`config.mk`:
```
export PLATFORM = sky130hd
export DESIGN_NAME = coprocessor_tx_packer_flat
export DESIGN_NICKNAME = d
export VERILOG_FILES = /design/src/rtl/coproc_pkg.sv /design/src/rtl/coprocessor_tx_packer_if.sv /design/src/rtl/coprocessor_tx_packer.sv /design/src/flat_wrapper.sv
export SDC_FILE = /design/constraint.sdc
export NUM_CORES = 1
export LEC_CHECK = 0
export ABC_AREA = 1
export ABC_CLOCK_PERIOD_IN_PS = 2800
export CAP_MARGIN = 20
export CORE_ASPECT_RATIO = 1.1
export CORE_MARGIN = 1.5
export CORE_UTILIZATION = 40
export DETAILED_ROUTE_END_ITERATION = 10
export GPL_TIMING_DRIVEN = 0
export HOLD_SLACK_MARGIN = 0.1
export SLEW_MARGIN = 20
export SYNTH_ARGS = -nofsm -noshare
export SYNTH_HDL_FRONTEND = slang
export SYNTH_SLANG_ARGS = --single-unit
```
`constraint.sdc`:
```
create_clock -name clk -period 2.8 [get_ports clk]
set_clock_uncertainty 0.2 [all_clocks]
set_input_delay 0.56 -clock clk [delete_from_list [all_inputs] [get_ports clk]]
set_output_delay 0.56 -clock clk [all_outputs]
set_load 0.05 [all_outputs]
```
`src/rtl/coproc_pkg.sv`:
```
// Shared definitions for the coprocessor TX packer: FSM encoding,
// the line terminator, and the nibble-to-ASCII hex conversion.
package coproc_pkg;

    typedef enum logic [1:0] {
        IDLE = 2'd0,
        SEND = 2'd1,
        TERM = 2'd2
    } state_e;

    localparam logic [7:0] ASCII_LF = 8'h0A;

    // Uppercase hex digit: 0-9 -> 0x30-0x39, A-F -> 0x41-0x46.
    function automatic logic [7:0] nibble_to_ascii(input logic [3:0] n);
        if (n < 4'd10) return 8'h30 + {4'h0, n};
        else           return 8'h37 + {4'h0, n};
    endfunction

endpackage

```
`src/rtl/coprocessor_tx_packer_if.sv`:
```
// Word-in / byte-out bus of the TX packer. The coprocessor side and the
// UART side share one bundle; the packer is the slave.
interface coprocessor_tx_packer_if #(
    parameter int WIDTH_DOUT = 128
);
    logic [WIDTH_DOUT-1:0] word_in;
    logic                  word_valid;
    logic                  hex_mode;
    logic [7:0]            tx_data;
    logic                  tx_valid;
    logic                  tx_ready;
    logic                  busy;
    logic                  overflow;
    logic                  overflow_clr;

    modport master (
        output word_in, word_valid, hex_mode, tx_ready, overflow_clr,
        input  tx_data, tx_valid, busy, overflow
    );

    modport slave (
        input  word_in, word_valid, hex_mode, tx_ready, overflow_clr,
        output tx_data, tx_valid, busy, overflow
    );
endinterface

```
`src/rtl/coprocessor_tx_packer.sv`:
```
// Serialises coprocessor result words into a UART byte stream, either as
// raw bytes (MSB first) or as uppercase ASCII hex followed by LF.
// One word is in flight in the shifter and one may wait in the pending buffer.
// All outputs are registered: tx_data is computed from the next-state shifter.
module coprocessor_tx_packer
    import coproc_pkg::*;
#(
    parameter int WIDTH_DOUT = 128,
    parameter int NUM_BYTES  = WIDTH_DOUT / 8
) (
    input  logic                    clk,
    input  logic                    rst_n,
    coprocessor_tx_packer_if.slave  bus
);

    localparam int IDX_W = $clog2(2 * NUM_BYTES + 1);
    localparam logic [IDX_W-1:0] LAST_RAW = IDX_W'(NUM_BYTES - 1);
    localparam logic [IDX_W-1:0] LAST_HEX = IDX_W'(2 * NUM_BYTES - 1);

    state_e                r_state,  w_state;
    logic [WIDTH_DOUT-1:0] r_shift,  w_shift;
    logic [WIDTH_DOUT-1:0] r_pend,   w_pend;
    logic                  r_pend_v, w_pend_v;
    logic                  r_hex,    w_hex;
    logic [IDX_W-1:0]      r_idx,    w_idx;
    logic [7:0]            r_tx_data, w_char;
    logic                  r_tx_valid;
    logic                  r_busy;
    logic                  r_overflow;
    logic                  w_accept, w_last, w_done, w_drop;

    // Next-state, shifter, pending-buffer and drop decisions.
    always_comb begin
        w_state  = r_state;
        w_shift  = r_shift;
        w_pend   = r_pend;
        w_pend_v = r_pend_v;
        w_hex    = r_hex;
        w_idx    = r_idx;
        w_drop   = 1'b0;

        w_accept = r_tx_valid && bus.tx_ready;
        w_last   = (r_state == SEND) && (r_idx == (r_hex ? LAST_HEX : LAST_RAW));
        // Word finished: last raw byte, or the LF after a hex word.
        w_done   = w_accept && ((w_last && !r_hex) || (r_state == TERM));

        case (r_state)
            IDLE: begin
                if (bus.word_valid) begin
                    w_state = SEND;
                    w_shift = bus.word_in;
                    w_hex   = bus.hex_mode;
                    w_idx   = '0;
                end
            end
            SEND: begin
                if (w_accept) begin
                    w_shift = r_hex ? (r_shift << 4) : (r_shift << 8);
                    w_idx   = r_idx + IDX_W'(1);
                    if (w_last && r_hex) w_state = TERM;
                end
            end
            TERM: ;
            default: w_state = IDLE;
        endcase

        // Word boundary: pull the next word in on the same edge so the
        // byte stream has no bubble. A word arriving now refills pend.
        if (w_done) begin
            w_idx   = '0;
            w_hex   = bus.hex_mode;
            w_state = SEND;
            if (r_pend_v) begin
                w_shift  = r_pend;
                w_pend_v = bus.word_valid;
                if (bus.word_valid) w_pend = bus.word_in;
            end else if (bus.word_valid) begin
                w_shift = bus.word_in;
            end else begin
                w_state = IDLE;
            end
        end else if ((r_state != IDLE) && bus.word_valid) begin
            if (!r_pend_v) begin
                w_pend   = bus.word_in;
                w_pend_v = 1'b1;
            end else begin
                w_drop = 1'b1;
            end
        end
    end

    // Character that the next cycle will present.
    always_comb begin
        w_char = 8'h00;
        case (w_state)
            SEND:    w_char = w_hex ? nibble_to_ascii(w_shift[WIDTH_DOUT-1 -: 4])
                                    : w_shift[WIDTH_DOUT-1 -: 8];
            TERM:    w_char = ASCII_LF;
            default: w_char = 8'h00;
        endcase
    end

    // State and registered outputs.
    always_ff @(posedge clk or negedge rst_n) begin
        if (!rst_n) begin
            r_state    <= IDLE;
            r_shift    <= '0;
            r_pend     <= '0;
            r_pend_v   <= 1'b0;
            r_hex      <= 1'b0;
            r_idx      <= '0;
            r_tx_data  <= 8'h00;
            r_tx_valid <= 1'b0;
            r_busy     <= 1'b0;
            r_overflow <= 1'b0;
        end else begin
            r_state    <= w_state;
            r_shift    <= w_shift;
            r_pend     <= w_pend;
            r_pend_v   <= w_pend_v;
            r_hex      <= w_hex;
            r_idx      <= w_idx;
            r_tx_data  <= w_char;
            r_tx_valid <= (w_state != IDLE);
            r_busy     <= (w_state != IDLE) || w_pend_v;
            // A drop in the clear cycle wins so no loss goes unreported.
            r_overflow <= (r_overflow && !bus.overflow_clr) || w_drop;
        end
    end

    assign bus.tx_data  = r_tx_data;
    assign bus.tx_valid = r_tx_valid;
    assign bus.busy     = r_busy;
    assign bus.overflow = r_overflow;

endmodule
```
`src/flat_wrapper.sv`:
```
// flat-port wrapper written by rule: the top's interface ports become plain ports
module coprocessor_tx_packer_flat import coproc_pkg::*;
#(
    parameter int WIDTH_DOUT = 128,
    parameter int NUM_BYTES  = WIDTH_DOUT / 8
)
  (clk, rst_n, bus_word_in, bus_word_valid, bus_hex_mode, bus_tx_ready, bus_overflow_clr, bus_tx_data, bus_tx_valid, bus_busy, bus_overflow);
  coprocessor_tx_packer_if #(.WIDTH_DOUT(WIDTH_DOUT)) bus_i ();
  input  logic clk;
  input  logic rst_n;
  input wire logic [$bits(bus_i.word_in)-1:0] bus_word_in;
  input wire logic [$bits(bus_i.word_valid)-1:0] bus_word_valid;
  input wire logic [$bits(bus_i.hex_mode)-1:0] bus_hex_mode;
  input wire logic [$bits(bus_i.tx_ready)-1:0] bus_tx_ready;
  input wire logic [$bits(bus_i.overflow_clr)-1:0] bus_overflow_clr;
  output wire logic [$bits(bus_i.tx_data)-1:0] bus_tx_data;
  output wire logic [$bits(bus_i.tx_valid)-1:0] bus_tx_valid;
  output wire logic [$bits(bus_i.busy)-1:0] bus_busy;
  output wire logic [$bits(bus_i.overflow)-1:0] bus_overflow;
  assign bus_i.word_in = bus_word_in;
  assign bus_i.word_valid = bus_word_valid;
  assign bus_i.hex_mode = bus_hex_mode;
  assign bus_i.tx_ready = bus_tx_ready;
  assign bus_i.overflow_clr = bus_overflow_clr;
  assign bus_tx_data = bus_i.tx_data;
  assign bus_tx_valid = bus_i.tx_valid;
  assign bus_busy = bus_i.busy;
  assign bus_overflow = bus_i.overflow;
  coprocessor_tx_packer #(.WIDTH_DOUT(WIDTH_DOUT), .NUM_BYTES(NUM_BYTES)) u_core (.clk(clk), .rst_n(rst_n), .bus(bus_i));
endmodule
```
==> summary.md <==
| Metric | Value |
|---|---|
| Worst-path maximum fanout | `10` |
| Top post-synthesis cells by area | `dfrtp_1, o21ai_0, nand2_1, o211ai_1, mux2_2` |
| PortBufs | `between 100 and 150` |
| CTS H-tree lvls | `2` |
| Worst setup EP type | `flip-flop` |
| Layout cells sized above 1 | `a little under an eighth` |
| Syn nets | `~2.2k` |
| DR vias/cell | `roughly 6` |
| Net switching power | `approximately 7.6 mW` |
| # rows | `a little under 80` |
| Sequential share of power | `about a third` |
| Hold crit path type | `in2async` |
| Fmax | `approximately 360 MHz` |
| Largest net degree at the start of global routing | `just over 90` |
| Worst hold slack | `228 ps` |
| Static Leak | `a little over 8 nW` |
| Fin. max-slew vios | `0` |
| Crit share post-route | `a little over nine tenths` |
| I/O pin cnt | `between 100 and 150` |
| Placeable Area | `0.0403 mm²` |
| Reg-to-Reg Start | `u_core.r_idx[1]` |
| Clock buffer depth | `3` |
| Layout Nets | `2395` |
| EDFF count, synth | `0` |
| Final setup vio count | `0` |
| Placed cell area | `0.0185 mm²` |
| Starting DRT DRC Count | `approximately 1.3k` |
| Sequential cell area | `between 0.006 and 0.007 mm²` |
| Reg-to-reg slack, setup | `around 36 ps` |
| Die Ht | `215 µm` |
| Post-DP HPWL | `~41000 µm` |
| Unrepaired setup endpoints after global routing | `true` |
| First-pass GRT wire length | `~92000 µm` |
| Multi-input gate area | `~0.0079 mm²` |
| Crit Path Category | `reg2reg` |
| Placer Congestion | `roughly 0.91` |
| R2R depth | `11` |
| Synth Flop Type | `dfrtp_1` |
| P_int | `between 10 and 15 mW` |
| Cell Pwr Density | `905 mW/mm²` |
| Logic gate share of total power | `between 40 and 50%` |
| Gr usage total | `around 28%` |
| Clk sinks | `about 280` |
| Commonest cells in the synthesized netlist | `o21ai_0, nand2_1, dfrtp_1, inv_1, a21oi_1` |
| Top-area cell type share of the netlist area | `a little over two fifths` |
| WP data required | `roughly 3000 ps` |
| Distinct cells, synth | `43` |
| Clk_lat worst skew | `around 550 ps` |
| Area grow syn2layout | `21.6%` |
| Final hold vios | `0` |
| Pre-antenna DRT Iters | `5` |
| #FFs+latches synth | `around 280` |
| Synth Cell Area | `~0.016 mm²` |
| Initial Util | `a little over 40%` |
| Number of global-route vias before repair | `roughly 16k` |
| Grt ovf | `0` |
| Slew headroom | `35.2%` |
| Sequential element share of the synthesized area | `a little over two fifths` |
| Final core occ | `around 50%` |
| Max Cap Viol | `0` |
| CTS tree | `done` |
| Clock buffer count from CTS | `34` |
| Remaining DRCs | `0` |
| Vias | `~16k` |
| Yosys warnings | `0` |
| Root buf cell | `clkbuf_16` |
| Initial antenna violation count | `1` |
| Status | `complete, no violations` |
| Leading area contributor after synthesis | `dfrtp_1` |
| Worst setup path start | `u_core.r_idx[1]` |
| Worst EP arrival | `slightly below 3000 ps` |
| Slew of the pin with the lowest slew margin | `slightly below 1000 ps` |
| Syn Inst Count | `approximately 2.1k` |
| Fin area | `just under 0.02 mm²` |
| Post-layout min period | `~2800 ps` |
| Mean post-synth cell area | `approximately 7.9 µm²` |
| Ys async rst share | `100%` |
| Count leader, synth | `o21ai_0` |
| Worst r2r dst | `u_core.bus.tx_data[2]` |
| Max rail drop VDD | `between 0.0005 and 0.0006 V` |
| Routed wire length | `slightly below 60000 µm` |
| Final antenna-violating net count | `0` |
| Die area | `0.0420 mm²` |
| Clock Power Share | `roughly a quarter` |
| Wire per inst | `about 21 µm` |
| Net Sw Frac | `a little over two fifths` |
| Layout fillers | `roughly 4k` |
| Reg clk slew, reported paths | `approximately 60 ps` |
| Worst setup SP type | `flip-flop` |
| Chip width | `196 µm` |
power groups by stage:
| stage | sequential (mW) | clock, mW | combinational, mW |
|---|---|---|---|
| 2_1_floorplan | 5.86 | 0 | 4.51 |
| 3_3_place_gp | 5.86 | 0 | 6.94 |
| 3_5_place_dp | 5.85 | 0 | 7.07 |
| 4_1_cts | 5.80 | 4.77 | 7.18 |
| 5_1_grt | 5.92 | 4.93 | 8.22 |
| 6_report | 5.82 | 4.70 | 7.46 |
state kept, by name, summed over array words and instances, names as in the netlist:
| signal | flops |
|---|---|
| u_core.r_state | 2 |
| u_core.r_pend_v | 1 |
| u_core.r_shift | 128 |
| u_core.bus.tx_data | 8 |
| u_core.r_hex | 1 |
| u_core.bus.overflow | 1 |
| u_core.r_pend | 128 |
| u_core.bus.tx_valid | 1 |
| u_core.bus.busy | 1 |
| u_core.r_idx | 6 |
cells by family after synthesis:
kind of cell,count (synthesis),synth area share [%]
xor+xnor,1,0.0536
simple gates,458,11.5
flops,277,42.5
fa+ha+maj,5,0.383
mux,86,6.16
buf+inv,384,9.68
compound gates,855,29.8
placed cells by master (no fill, tap or decap), types with 7 or more instances in the layout:
cell type | Yosys | final
a21oi_1 | 128 | 128
a221oi_1 | 34 | 33
a31oi_1 | 76 | 76
buf_1 | 19 | 18
buf_2 | 54 | 48
buf_4 | 5 | 12
buf_6 | 7 | 7
clkbuf_1 | 93 | 86
clkbuf_16 | 0 | 37
clkbuf_2 | 0 | 14
clkdlybuf4s50_1 | 0 | 142
dfrtp_1 | 277 | 276
inv_1 | 198 | 195
inv_2 | 7 | 9
mux2_2 | 70 | 70
mux2_4 | 10 | 10
nand2_1 | 341 | 338
nand2_2 | 6 | 7
nand3_1 | 33 | 33
nor2_1 | 28 | 24
nor3_1 | 38 | 38
o211ai_1 | 110 | 110
o21ai_0 | 450 | 445
o21ai_1 | 31 | 34
area by class of cell:
class                           count  share of cell area, %
Timing Repair Buffer              155                   8.00
Multi-Input combinational cell   1405                   39.7
Antenna cell                        1                 0.0126
Clock buffer                       48                   5.12
Buffer                            177                   4.33
Inverter                          206                   3.91
Clock inverter                     14                  0.800
Tap cell                          513                   3.23
Sequential cell                   277                   34.9
critical path, cell delays in order, from the launching register on:
cell	delay, ps
dfrtp_1	360
ha_1	200
nand2_1	110
nor2_4	130
nand3_1	90
nand2_1	100
nand2_4	110
buf_8	170
nor2_1	210
inv_1	180
o21ai_0	620
o21ai_2	140
layer usage:
metal | vias up | wire, µm | track usage (%)
li1 | 7608 | - | -
met1 | 8040 | 25200 | 36.7
met2 | 708 | 27500 | 45.2
met3 | 125 | 3640 | 3.66
met4 | 2 | 2210 | 12.7
met5 | - | 13 | 0
metrics by stage:
step,TNS (ps),power (mW),worst slack [ps],cells
6_report,0,18.0,36.1,2796
2_1_floorplan,0,10.4,233,2066
5_1_grt,-123,19.1,-54.0,2795
3_5_place_dp,-106790,12.9,-915,2725
4_1_cts,-9.05,17.7,-9.05,2790
3_3_place_gp,-3312360,12.8,-11620,2722
what timing repair did:
item                                    in CTS  in global routing
hold buffers                                 1                  0
setup buffers                                2                  6
hold endpoints to repair                   185                  0
resized for setup                           21                 45
endpoints found under the setup margin     241                146
pin swaps                                    1                  6
worst max path at each step:
stage / cells past startpoint / end
6_report: 11 / u_core.bus.tx_data[2]
5_1_grt: 20 / u_core.bus.tx_data[2]
4_1_cts: 18 / u_core.bus.tx_data[2]
3_5_place_dp: 10 / u_core.bus.tx_data[2]
3_3_place_gp: 1 / u_core.r_pend[39]
2_1_floorplan: 17 / u_core.bus.tx_data[2]
Power figures use the tool's default switching activity.
